### src/rtl/adder_pkg.sv
// rtl/adder_pkg.sv - shared widths, field positions and enums for the adder operand bundle
package adder_pkg;

  localparam int INS_W   = 33;
  localparam int X_LSB   = 0;
  localparam int Y_LSB   = 8;
  localparam int Z_LSB   = 16;
  localparam int W_LSB   = 24;
  localparam int CIN_BIT = 32;
  localparam int SM_W    = 10;

  typedef enum logic [2:0] {
    BEAT_X   = 3'd0,
    BEAT_Y   = 3'd1,
    BEAT_Z   = 3'd2,
    BEAT_W   = 3'd3,
    BEAT_CIN = 3'd4
  } beat_t;

  typedef enum logic {
    COLLECT = 1'b0,
    HOLD    = 1'b1
  } state_t;

endpackage

### src/rtl/adder_ref_sum.sv
// rtl/adder_ref_sum.sv - combinational reference sum x + y[3:2] + z + w + cin of a packed bundle
module adder_ref_sum
  import adder_pkg::*;
(
  input  logic [INS_W-1:0] ins,
  output logic [SM_W-1:0]  sm
);

  // Only y[3:2] contributes to the adder's sum; the remaining y bits are deliberately ignored.
  logic unused_y;
  assign unused_y = ^{ins[Y_LSB +: 2], ins[Y_LSB+4 +: 4]};

  always_comb begin
    sm = SM_W'(ins[X_LSB +: 8])
       + SM_W'(ins[Y_LSB+2 +: 2])
       + SM_W'(ins[Z_LSB +: 8])
       + SM_W'(ins[W_LSB +: 8])
       + SM_W'(ins[CIN_BIT]);
  end

endmodule

### src/rtl/adder_ins_packer.sv
// rtl/adder_ins_packer.sv - packs five stream beats into the 33-bit adder ins bundle; ADDER_PACK_REF_SUM_EN adds exp_sm
module adder_ins_packer
  import adder_pkg::*;
#(
  parameter int CNT_W   = 8,
  parameter int CIN_SEL = 0
) (
  input  logic             clk,
  input  logic             rst_n,
  input  logic             in_valid,
  output logic             in_ready,
  input  logic [7:0]       in_data,
  input  logic             in_first,
  output logic             out_valid,
  input  logic             out_ready,
  output logic [INS_W-1:0] ins,
  output logic             err_resync,
  output logic [CNT_W-1:0] pkt_cnt
`ifdef ADDER_PACK_REF_SUM_EN
  ,
  output logic [SM_W-1:0]  exp_sm
`endif
);

  state_t           state_q, state_d;
  beat_t            beat_q, beat_d;
  logic [31:0]      asm_q, asm_d;
  logic [INS_W-1:0] ins_q, next_ins;
  logic             err_q, err_d;
  logic [CNT_W-1:0] cnt_q;
  logic             load_ins, in_hs, out_hs;

  // x/y/z/w live in asm_q so a drain-cycle x write cannot disturb the bundle being sampled.
  assign next_ins = {in_data[CIN_SEL], asm_q};

  assign in_ready   = (state_q == COLLECT) || out_ready;
  assign in_hs      = in_valid && in_ready;
  assign out_hs     = (state_q == HOLD) && out_ready;
  assign out_valid  = (state_q == HOLD);
  assign ins        = ins_q;
  assign err_resync = err_q;
  assign pkt_cnt    = cnt_q;

  always_comb begin
    state_d  = state_q;
    beat_d   = beat_q;
    asm_d    = asm_q;
    err_d    = 1'b0;
    load_ins = 1'b0;
    if (out_hs) state_d = COLLECT;
    if (in_hs) begin
      if (in_first) begin
        asm_d[X_LSB +: 8] = in_data;
        beat_d            = BEAT_Y;
        err_d             = (beat_q != BEAT_X);
      end else begin
        case (beat_q)
          BEAT_X: err_d = 1'b1;
          BEAT_Y: begin
            asm_d[Y_LSB +: 8] = in_data;
            beat_d            = BEAT_Z;
          end
          BEAT_Z: begin
            asm_d[Z_LSB +: 8] = in_data;
            beat_d            = BEAT_W;
          end
          BEAT_W: begin
            asm_d[W_LSB +: 8] = in_data;
            beat_d            = BEAT_CIN;
          end
          BEAT_CIN: begin
            load_ins = 1'b1;
            beat_d   = BEAT_X;
            state_d  = HOLD;
          end
          default: beat_d = BEAT_X;
        endcase
      end
    end
  end

  always_ff @(posedge clk or negedge rst_n) begin
    if (!rst_n) begin
      state_q <= COLLECT;
      beat_q  <= BEAT_X;
      asm_q   <= '0;
      ins_q   <= '0;
      err_q   <= 1'b0;
      cnt_q   <= '0;
    end else begin
      state_q <= state_d;
      beat_q  <= beat_d;
      asm_q   <= asm_d;
      err_q   <= err_d;
      if (load_ins) ins_q <= next_ins;
      if (out_hs) cnt_q <= cnt_q + CNT_W'(1);
    end
  end

`ifdef ADDER_PACK_REF_SUM_EN
  logic [SM_W-1:0] sm_next, sm_q;

  adder_ref_sum u_ref_sum (
    .ins (next_ins),
    .sm  (sm_next)
  );

  always_ff @(posedge clk or negedge rst_n) begin
    if (!rst_n) sm_q <= '0;
    else if (load_ins) sm_q <= sm_next;
  end

  assign exp_sm = sm_q;
`endif

endmodule

### config.mk
export PLATFORM = sky130hd
export DESIGN_NAME = adder_ins_packer
export DESIGN_NICKNAME = d
export VERILOG_FILES = /design/src/rtl/adder_pkg.sv /design/src/rtl/adder_ref_sum.sv /design/src/rtl/adder_ins_packer.sv
export SDC_FILE = /design/constraint.sdc
export NUM_CORES = 1
export LEC_CHECK = 0
export CORE_ASPECT_RATIO = 0.75
export CORE_UTILIZATION = 52
export DETAILED_ROUTE_END_ITERATION = 8
export PLACE_DENSITY = 0.77
export SETUP_SLACK_MARGIN = 0.5
export SLEW_MARGIN = 40
export SYNTH_ARGS = -nofsm -noshare
export SYNTH_HDL_FRONTEND = slang
export SYNTH_SLANG_ARGS = --single-unit
### constraint.sdc
create_clock -name clk -period 1.8 [get_ports clk]
set_input_delay 0.36 -clock clk [delete_from_list [all_inputs] [get_ports clk]]
set_output_delay 0.36 -clock clk [all_outputs]
set_load 0.005 [all_outputs]
# Word level (Yosys, flattened, before mapping)
# Index checks and enable logic that the tools add are counted.
[totals]
inputBits = 13
word_cells = 39
out_inout_bits = 44
reg_bits = 78
[op_classes]
mux = 12
add_sub_neg = 1
eq_ne = 5
n_bitwise = 2
n_reduce_logical = 10
[op_table]
columns = ["cell", "count"]
rows = [
  ["case mux 3 bit (4 select lines)", 1],
  ["two-way mux 1 bit", 10],
  ["AND reduction 3 bit", 3],
  ["adder 8 x 1 -> 8 bit (second input constant)", 1],
  ["== test 3 x 2 -> 1 bit (second input constant)", 2],
  ["AND reduction 2 bit", 2],
  ["== test 3 x 1 -> 1 bit (second input constant)", 1],
  ["== test 3 bit (second input constant)", 1],
  ["logical NOT 3 bit", 1],
  ["two-way mux 3 bit", 1],
  ["nonzero test 3 bit", 1],
  ["logical AND 1 bit", 2],
  ["!= test 2 bit (second input constant)", 1],
  ["inverter 1 bit", 2],
  ["logical OR 1 bit", 1],
]

# Depth between registers and ports, before layout
# Gate-level depths: netlist of the first run.
[depth]
depth_word = 5
depth_mapped = 6
depth_no_buf = 5

# Worst setup path before layout of the first run
# OpenSTA, ideal clock, no wires.
[synth_timing]
path_type = "reg-to-reg"
from = "register beat_q[0]"
to = "register beat_q[1]"
stages_incl_launch_ff = 7
setup_time_ps = 104
synth_period_minus_slack_ps = 1578
n_path_buf = 1
arrival_time_ps = 1475
required_time_ps = 1696
slack_ps = 222
path_cell_list = "dfrtp_1 buf_8 nor3_1 ha_1 nand2b_1 or3b_2 o311ai_1"
[synth_via]
elab_chain_len = 3
elab_cells_between_ends = 8
classes_between = "eq/ne (4); mux (2); reduce/logical (2)"
[synth_lines]
columns = ["element", "line_no", "rtl"]
rows = [
  ["from (decl)", "adder_ins_packer.sv:26", "beat_t beat_q, beat_d;"],
  ["from (signal assigned)", "adder_ins_packer.sv:92", "beat_q <= beat_d;"],
  ["== test 3 x 2 -> 1 bit (tied with other cells)", "adder_ins_packer.sv:57", "case (beat_q)"],
  ["case mux 3 bit (4 select lines) / != test 2 bit (equally long branches)", "-", ""],
  ["two-way mux 3 bit / AND reduction 2 bit (equally long branches)", "-", ""],
]
# Several ways; a longest one is shown, not always the timed one.
# A chain may end at the register's enable or synchronous reset.

# Worst setup path in the final report of the first run
[layout_timing]
from = "register beat_q[1]"
to = "register ins_q[7], in the netlist ins[7]"
[layout_via]
elab_chain_len = 4
[layout_lines]
columns = ["element", "line_no", "rtl"]
rows = [
  ["== test 3 bit", "adder_ins_packer.sv:57", ""],
  ["two-way mux 1 bit", "adder_ins_packer.sv:57", ""],
  ["two-way mux 1 bit", "adder_ins_packer.sv:52", "if (in_first) begin"],
  ["two-way mux 1 bit", "adder_ins_packer.sv:51", "if (in_hs) begin"],
  ["to (signal assigned)", "adder_ins_packer.sv:95", "if (load_ins) ins_q <= next_ins;"],
  ["to (decl)", "adder_ins_packer.sv:28", "logic [INS_W-1:0] ins_q, next_ins;"],
]
# Every way passes these cells.

==> summary.txt, run 1 <==
Cell accounting for the most synthesized area = dfrtp_1
Worst path slowest cell = dfrtp_2
Lkg Pwr = 2.33 nW
Clock network power share = 21.2%
Sequential share of the synthesized area = 60.1%
Routability Congestion = 0.794
Peak Freq = 644 MHz
DRC = 0
Post-route ant nets = 0
Slowest stage delay, CP = 440 ps
Vias per inst = 5.02
Yosys reg bits = 78
Post-synthesis instance total = 200
Max-cap viol count = 0
Ys Warns = 0
Worst Skew = 3.77 ps
I/O Pins = 57
Total GRT Usage = 21.8%
EDFF count, synth = 0
WHS = 505 ps
Worst Path Arrival = 1790 ps
Vias = 2,012
Power per cell area = 1210 nW/µm²
Synth Flop Type = dfrtp_1
DR WL/cell = 16.0 µm
Max_slew headroom = 67.9%
Total core area = 5920 µm²
Worst-path clk slew = 70 ps
Layout Area Growth over Synthesis = 34.5%
Largest net degree at the start of global routing = 39
Post-synthesis area per instance = 16.2 µm²
Die area = 6570 µm²
Power Total = 5.30 mW
# diodes = 0
Transition time of the tightest slew-check pin = 482 ps
Fin util = 73.8%
Area share of the largest cell type after synthesis = 60.1%
Synth top area cells = dfrtp_1, mux2_4, mux2_2
R2R setup slack = 250 ps
Period utilisation layout = 86.3%
Rows = 24
Vias in the first global route = 2,037
Status = finished, final reports clean
Min Tclk post-route = 1550 ps
Worst Setup EP = ins[7]
CP max FO = 21
Pins Over Slew Limit = 0
RR Startpoint = beat_q[1]
Critical path startpoint = beat_q[1]
CP bufs+invs = 1
Later-pin clock latency in the skew report = 350 ps
Antenna violations before repair = 0
Number of fill cells = 402
CP Capture Type = flip-flop
RSZ-0062 raised after global routing = true
Post-synthesis cell type count = 32
TritonCTS clock tree = done
IO buf count = 56
Post-Syn Area = 3250 µm²
Cells along the critical path = nor4b_4, nand3_4, buf_12, mux2_4
First-pass iteration count of the detailed router = 6
CP Class = flip-flop to flip-flop
Required @ worst endpoint = 2030 ps
Int Power = 3.88 mW
Fin nets = 334
Die height = 70.4 µm
Layout cells sized above 1 = 62.5%
Setup crit start kind = flip-flop
Net Switching = 1.42 mW
Top-count cell post-synth = dfrtp_1
Setup_tns = 0 ps
Worst VDD drop = 0.548 mV
Seq pwr share = 49.0%
Hold Violations, Final = 0
Top Family by Delay on Critical Path = simple AND/OR/NAND/NOR gates
Total CTS buffers = 9
DP HPWL = 4170 µm
Longest Clk Path Bufs = 2
Mapped Nets = 215
Reg2Reg Depth = 4
Critical R2R Capture = ins[7]
DRT Wirelength = 6420 µm
Sw Share = 26.8%
GRT overflow = 0
DRT iter0 DRCs = 47
Root Buffer = clkbuf_8
Die width = 93.2 µm
Top cells by count, synth = dfrtp_1, mux2_2, mux2_4, nand2_1, xnor2_1
Share of synthesized flip-flops with an asynchronous set or reset = 100%
Sink Count = 78
Count of final setup violators = 0
Combinational fraction of design power = 29.8%
Class of the worst hold path = input port to async pin
Logic depth of the worst path, buffers included = 4
First-pass GRT wire length = 10,400 µm
H-tree levels = 3
Initial core utilization = 54.9%
-- logic make-up after synthesis --
family,count (synthesis),share of synthesized area (%)
AO/OA/AOI/OAI,6,1.16
buffers and inverters,10,2.54
XOR/XNOR,7,1.89
flip-flops,78,60.1
adder cells (fa/ha/maj),2,0.771
multiplexers,66,26.4
AND/OR/NAND/NOR,31,7.17
-- through the flow --
step	instances	worst slack, ps	instance area [µm²]
5_1_grt	401	199	4370
4_1_cts	396	241	4340
3_3_place_gp	345	-190	4030
3_5_place_dp	345	-212	4030
6_report	401	246	4370
2_1_floorplan	200	264	3280
-- cell usage in the layout, fill, tap and decap left out, drive strengths merged --
master and instances:
buf 96, dfrtp 78, mux2 66, clkbuf 17
clkdlybuf4s50 9, nand2 7, xnor2 6, nor2 5
inv 4, clkinv 4, nand4 4, o21ai 3
nand3 3, or3b 2, dlygate4sd2 2, nand2b 2
ha 2, nor2b 1, nor3 1, nor4b 1
and4 1, xor2 1, and2b 1, nand3b 1
o311ai 1, nor3b 1, o2bb2ai 1, nand4b 1
a21oi 1, dlygate4sd3 1
-- cell type report --
cell class                 instances  area, µm²  area share, %
clock buffer                      11        141           3.24
clock inverter                     4       23.8          0.544
inverter                           4       17.5          0.401
multi-input combinational        112       1290           29.6
sequential                        78       1960           44.8
tap                               78       97.6           2.23
timing repair buffer             114        840           19.2
-- per-layer routing --
layer / track usage [%] / vias up / part of all wire [%]
met5: 0 / - / 0
met4: 6.50 / 0 / 1.1
met3: 7.52 / 7 / 4.2
met2: 33.3 / 39 / 47
met1: 29.5 / 1022 / 47
li1: - / 944 / -
-- worst min path at each step --
stage / slack (ps) / to / cells after the start
floorplan: 60 / asm_q[0] / 0
global placement: 350 / err_resync / 1
detailed placement: 350 / err_resync / 1
CTS: 500 / out_valid / 4
global route: 510 / ins[27] / 1
finish: 510 / err_resync / 2
-- state kept, by name, indices dropped and copies added (netlist names) --
| name | count |
|---|---|
| err_resync | 1 |
| beat_q | 3 |
| pkt_cnt | 8 |
| ins | 33 |
| asm_q | 32 |
| out_valid | 1 |
-- power by group through the flow --
stage               Clock [mW]  Sequential [mW]  Combinational [mW]
floorplan                    0             2.56               0.845
finish                    1.13             2.60                1.58
global route              1.23             2.66                1.70
global placement             0             2.63                1.39
detailed placement           0             2.66                1.44
CTS                       1.16             2.59                1.54
-- what timing repair did --
action | in CTS | in global routing
buffers inserted | 35 | 5
hold buffers | 1 | 0
resized for setup | 184 | 11
cloned | 0 | 0
hold endpoints to repair | 36 | 0
setup endpoints to repair | 113 | 76
pin swaps | 3 | 1
Power figures use the tool's default switching activity.
==> run 2, diff against run 1 <==
--- a/config.mk
+++ b/config.mk
@@ -6,6 +6,7 @@
 export NUM_CORES = 1
 export LEC_CHECK = 0
 export CORE_ASPECT_RATIO = 0.75
+export CORE_MARGIN = 5
 export CORE_UTILIZATION = 52
 export DETAILED_ROUTE_END_ITERATION = 8
 export PLACE_DENSITY = 0.77
==> summary.txt, run 2 (synthesis gave the netlist of run 1 again) <==
Lkg Pwr = 2.38 nW
Largest net degree at the start of global routing = 39
Slowest stage delay, CP = 450 ps
RR Startpoint = beat_q[0]
TritonCTS clock tree = done
GRT overflow = 0
WHS Endpoint = ins[18]
Period utilisation layout = 85.2%
Cells along the critical path = nor4b_4, nand3_4, buf_12, mux2_4
RSZ-0062 raised after global routing = true
Transition time of the tightest slew-check pin = 463 ps
Worst path slowest cell = dfrtp_2
Total CTS buffers = 9
Status = finished, final reports clean
Final worst slack = 266 ps
Total GRT Usage = 18.0%
Pins Over Slew Limit = 0
Hold Path Origin = asm_q[18]
Max_slew headroom = 69.1%
# diodes = 0
Layout cells sized above 1 = 63.0%
Cell Count, Final, Fillers Out = 397
Fin util = 74.7%
Required @ worst endpoint = 2020 ps
Max reg flops = 33
Vias per inst = 5.03
Routability Congestion = 0.764
Power per cell area = 1220 nW/µm²
DR WL/cell = 17.1 µm
DP HPWL = 4210 µm
Rows = 24
Reg2Reg Depth = 4
Worst Skew = 11.0 ps
WHS = 503 ps
Multi-input logic area = 1350 µm²
Die area = 7940 µm²
Min Tclk post-route = 1530 ps
IO buf count = 56
H-tree levels = 3
Vias = 1,998
Worst VDD drop = 0.637 mV
Fin nets = 329
Number of fill cells = 377
Worst Path Arrival = 1760 ps
Cell area after layout = 4440 µm²
Vias in the first global route = 2,169
Pre-CTS WS = -265 ps
First-pass GRT wire length = 11,000 µm
CP Capture Type = flip-flop
Critical R2R Capture = ins[12]
DP Cell Count = 346
Sink Count = 78
Hold Crit Depth = 1
I/O Pins = 57
Placed Area = 4060 µm²
FF+latch area = 1960 µm²
Initial core utilization = 54.6%
DRT iter0 DRCs = 48
DRC = 0
CP Class = flip-flop to flip-flop
Later-pin clock latency in the skew report = 340 ps
DRT Wirelength = 6790 µm
Count of final setup violators = 0
Longest Clk Path Bufs = 2
Most frequent cells in the layout = dfrtp_1, mux2_4, buf_4, buf_2, mux2_2
Antenna violations before repair = 0
Class of the worst hold path = flip-flop to flip-flop
Layout Area Growth over Synthesis = 36.7%
Hold Violations, Final = 0
Post-route ant nets = 0
Total core area = 5950 µm²
First-pass iteration count of the detailed router = 4
Die height = 78.4 µm
Peak Freq = 652 MHz
Most common cell after layout, fill and taps aside = dfrtp_1
CP max FO = 18
R2R setup slack = 270 ps
Worst-path clk slew = 90 ps
Die width = 101 µm
Max-cap viol count = 0
Root Buffer = clkbuf_8
Setup crit start kind = flip-flop
run 2: layer usage:
metal,GRT usage (%),wire (µm)
met3,4.52,344
met2,28.0,3220
met4,5.98,103
met5,0,0
met1,25.0,3120
run 2: stage by stage:
stage | power [mW] | TNS, ps
after CTS | 5.37 | 0
after global routing | 5.76 | 0
after global placement | 4.05 | -11780
final | 5.43 | 0
after floorplan | 3.40 | 0
after detailed placement | 4.12 | -14010
run 2: worst max-delay path by stage:
stage / slack (ps) / end / startpoint / depth (start not counted)
after floorplan: 260 / ins[0] / beat_q[0] / 5
after CTS: 260 / ins[12] / beat_q[0] / 4
after global routing: 190 / ins[12] / beat_q[0] / 4
after detailed placement: -270 / asm_q[16] / in_first / 6
final: 270 / ins[12] / beat_q[0] / 4
after global placement: -210 / beat_q[1] / in_first / 6
run 2: layout make-up:
cell class	instances	share of cell area, %
clock buffers	9	2.79
clock inverters	7	1.24
inverters	4	0.451
multi-input cells	112	30.4
flip-flops and latches	78	44.1
well taps	78	2.20
repair buffers	109	18.9
run 2: report_power, final:
part           leakage (nW)  total (mW)  internal (mW)  switching (mW)
logic                  1.29        1.63           1.09           0.535
registers              1.00        2.61           2.29           0.318
clock network        0.0919        1.20          0.517           0.681
total                  2.38        5.43           3.90            1.53
run 2: timing repair:
action | 4_1_cts | 5_1_grt
hold endpoints to repair | 36 | 0
pin swaps | 5 | 4
buffers inserted | 32 | 2
resized for setup | 191 | 22
hold buffers | 1 | 0
setup endpoints to repair | 113 | 74
cloned | 0 | 0
run 2: critical path: cells and delay by family, from the launching register on:
kind                   cells  cell delay, ps
AND/OR/NAND/NOR            2             480
multiplexers               1             300
flip-flops                 1             450
buffers and inverters      1             190
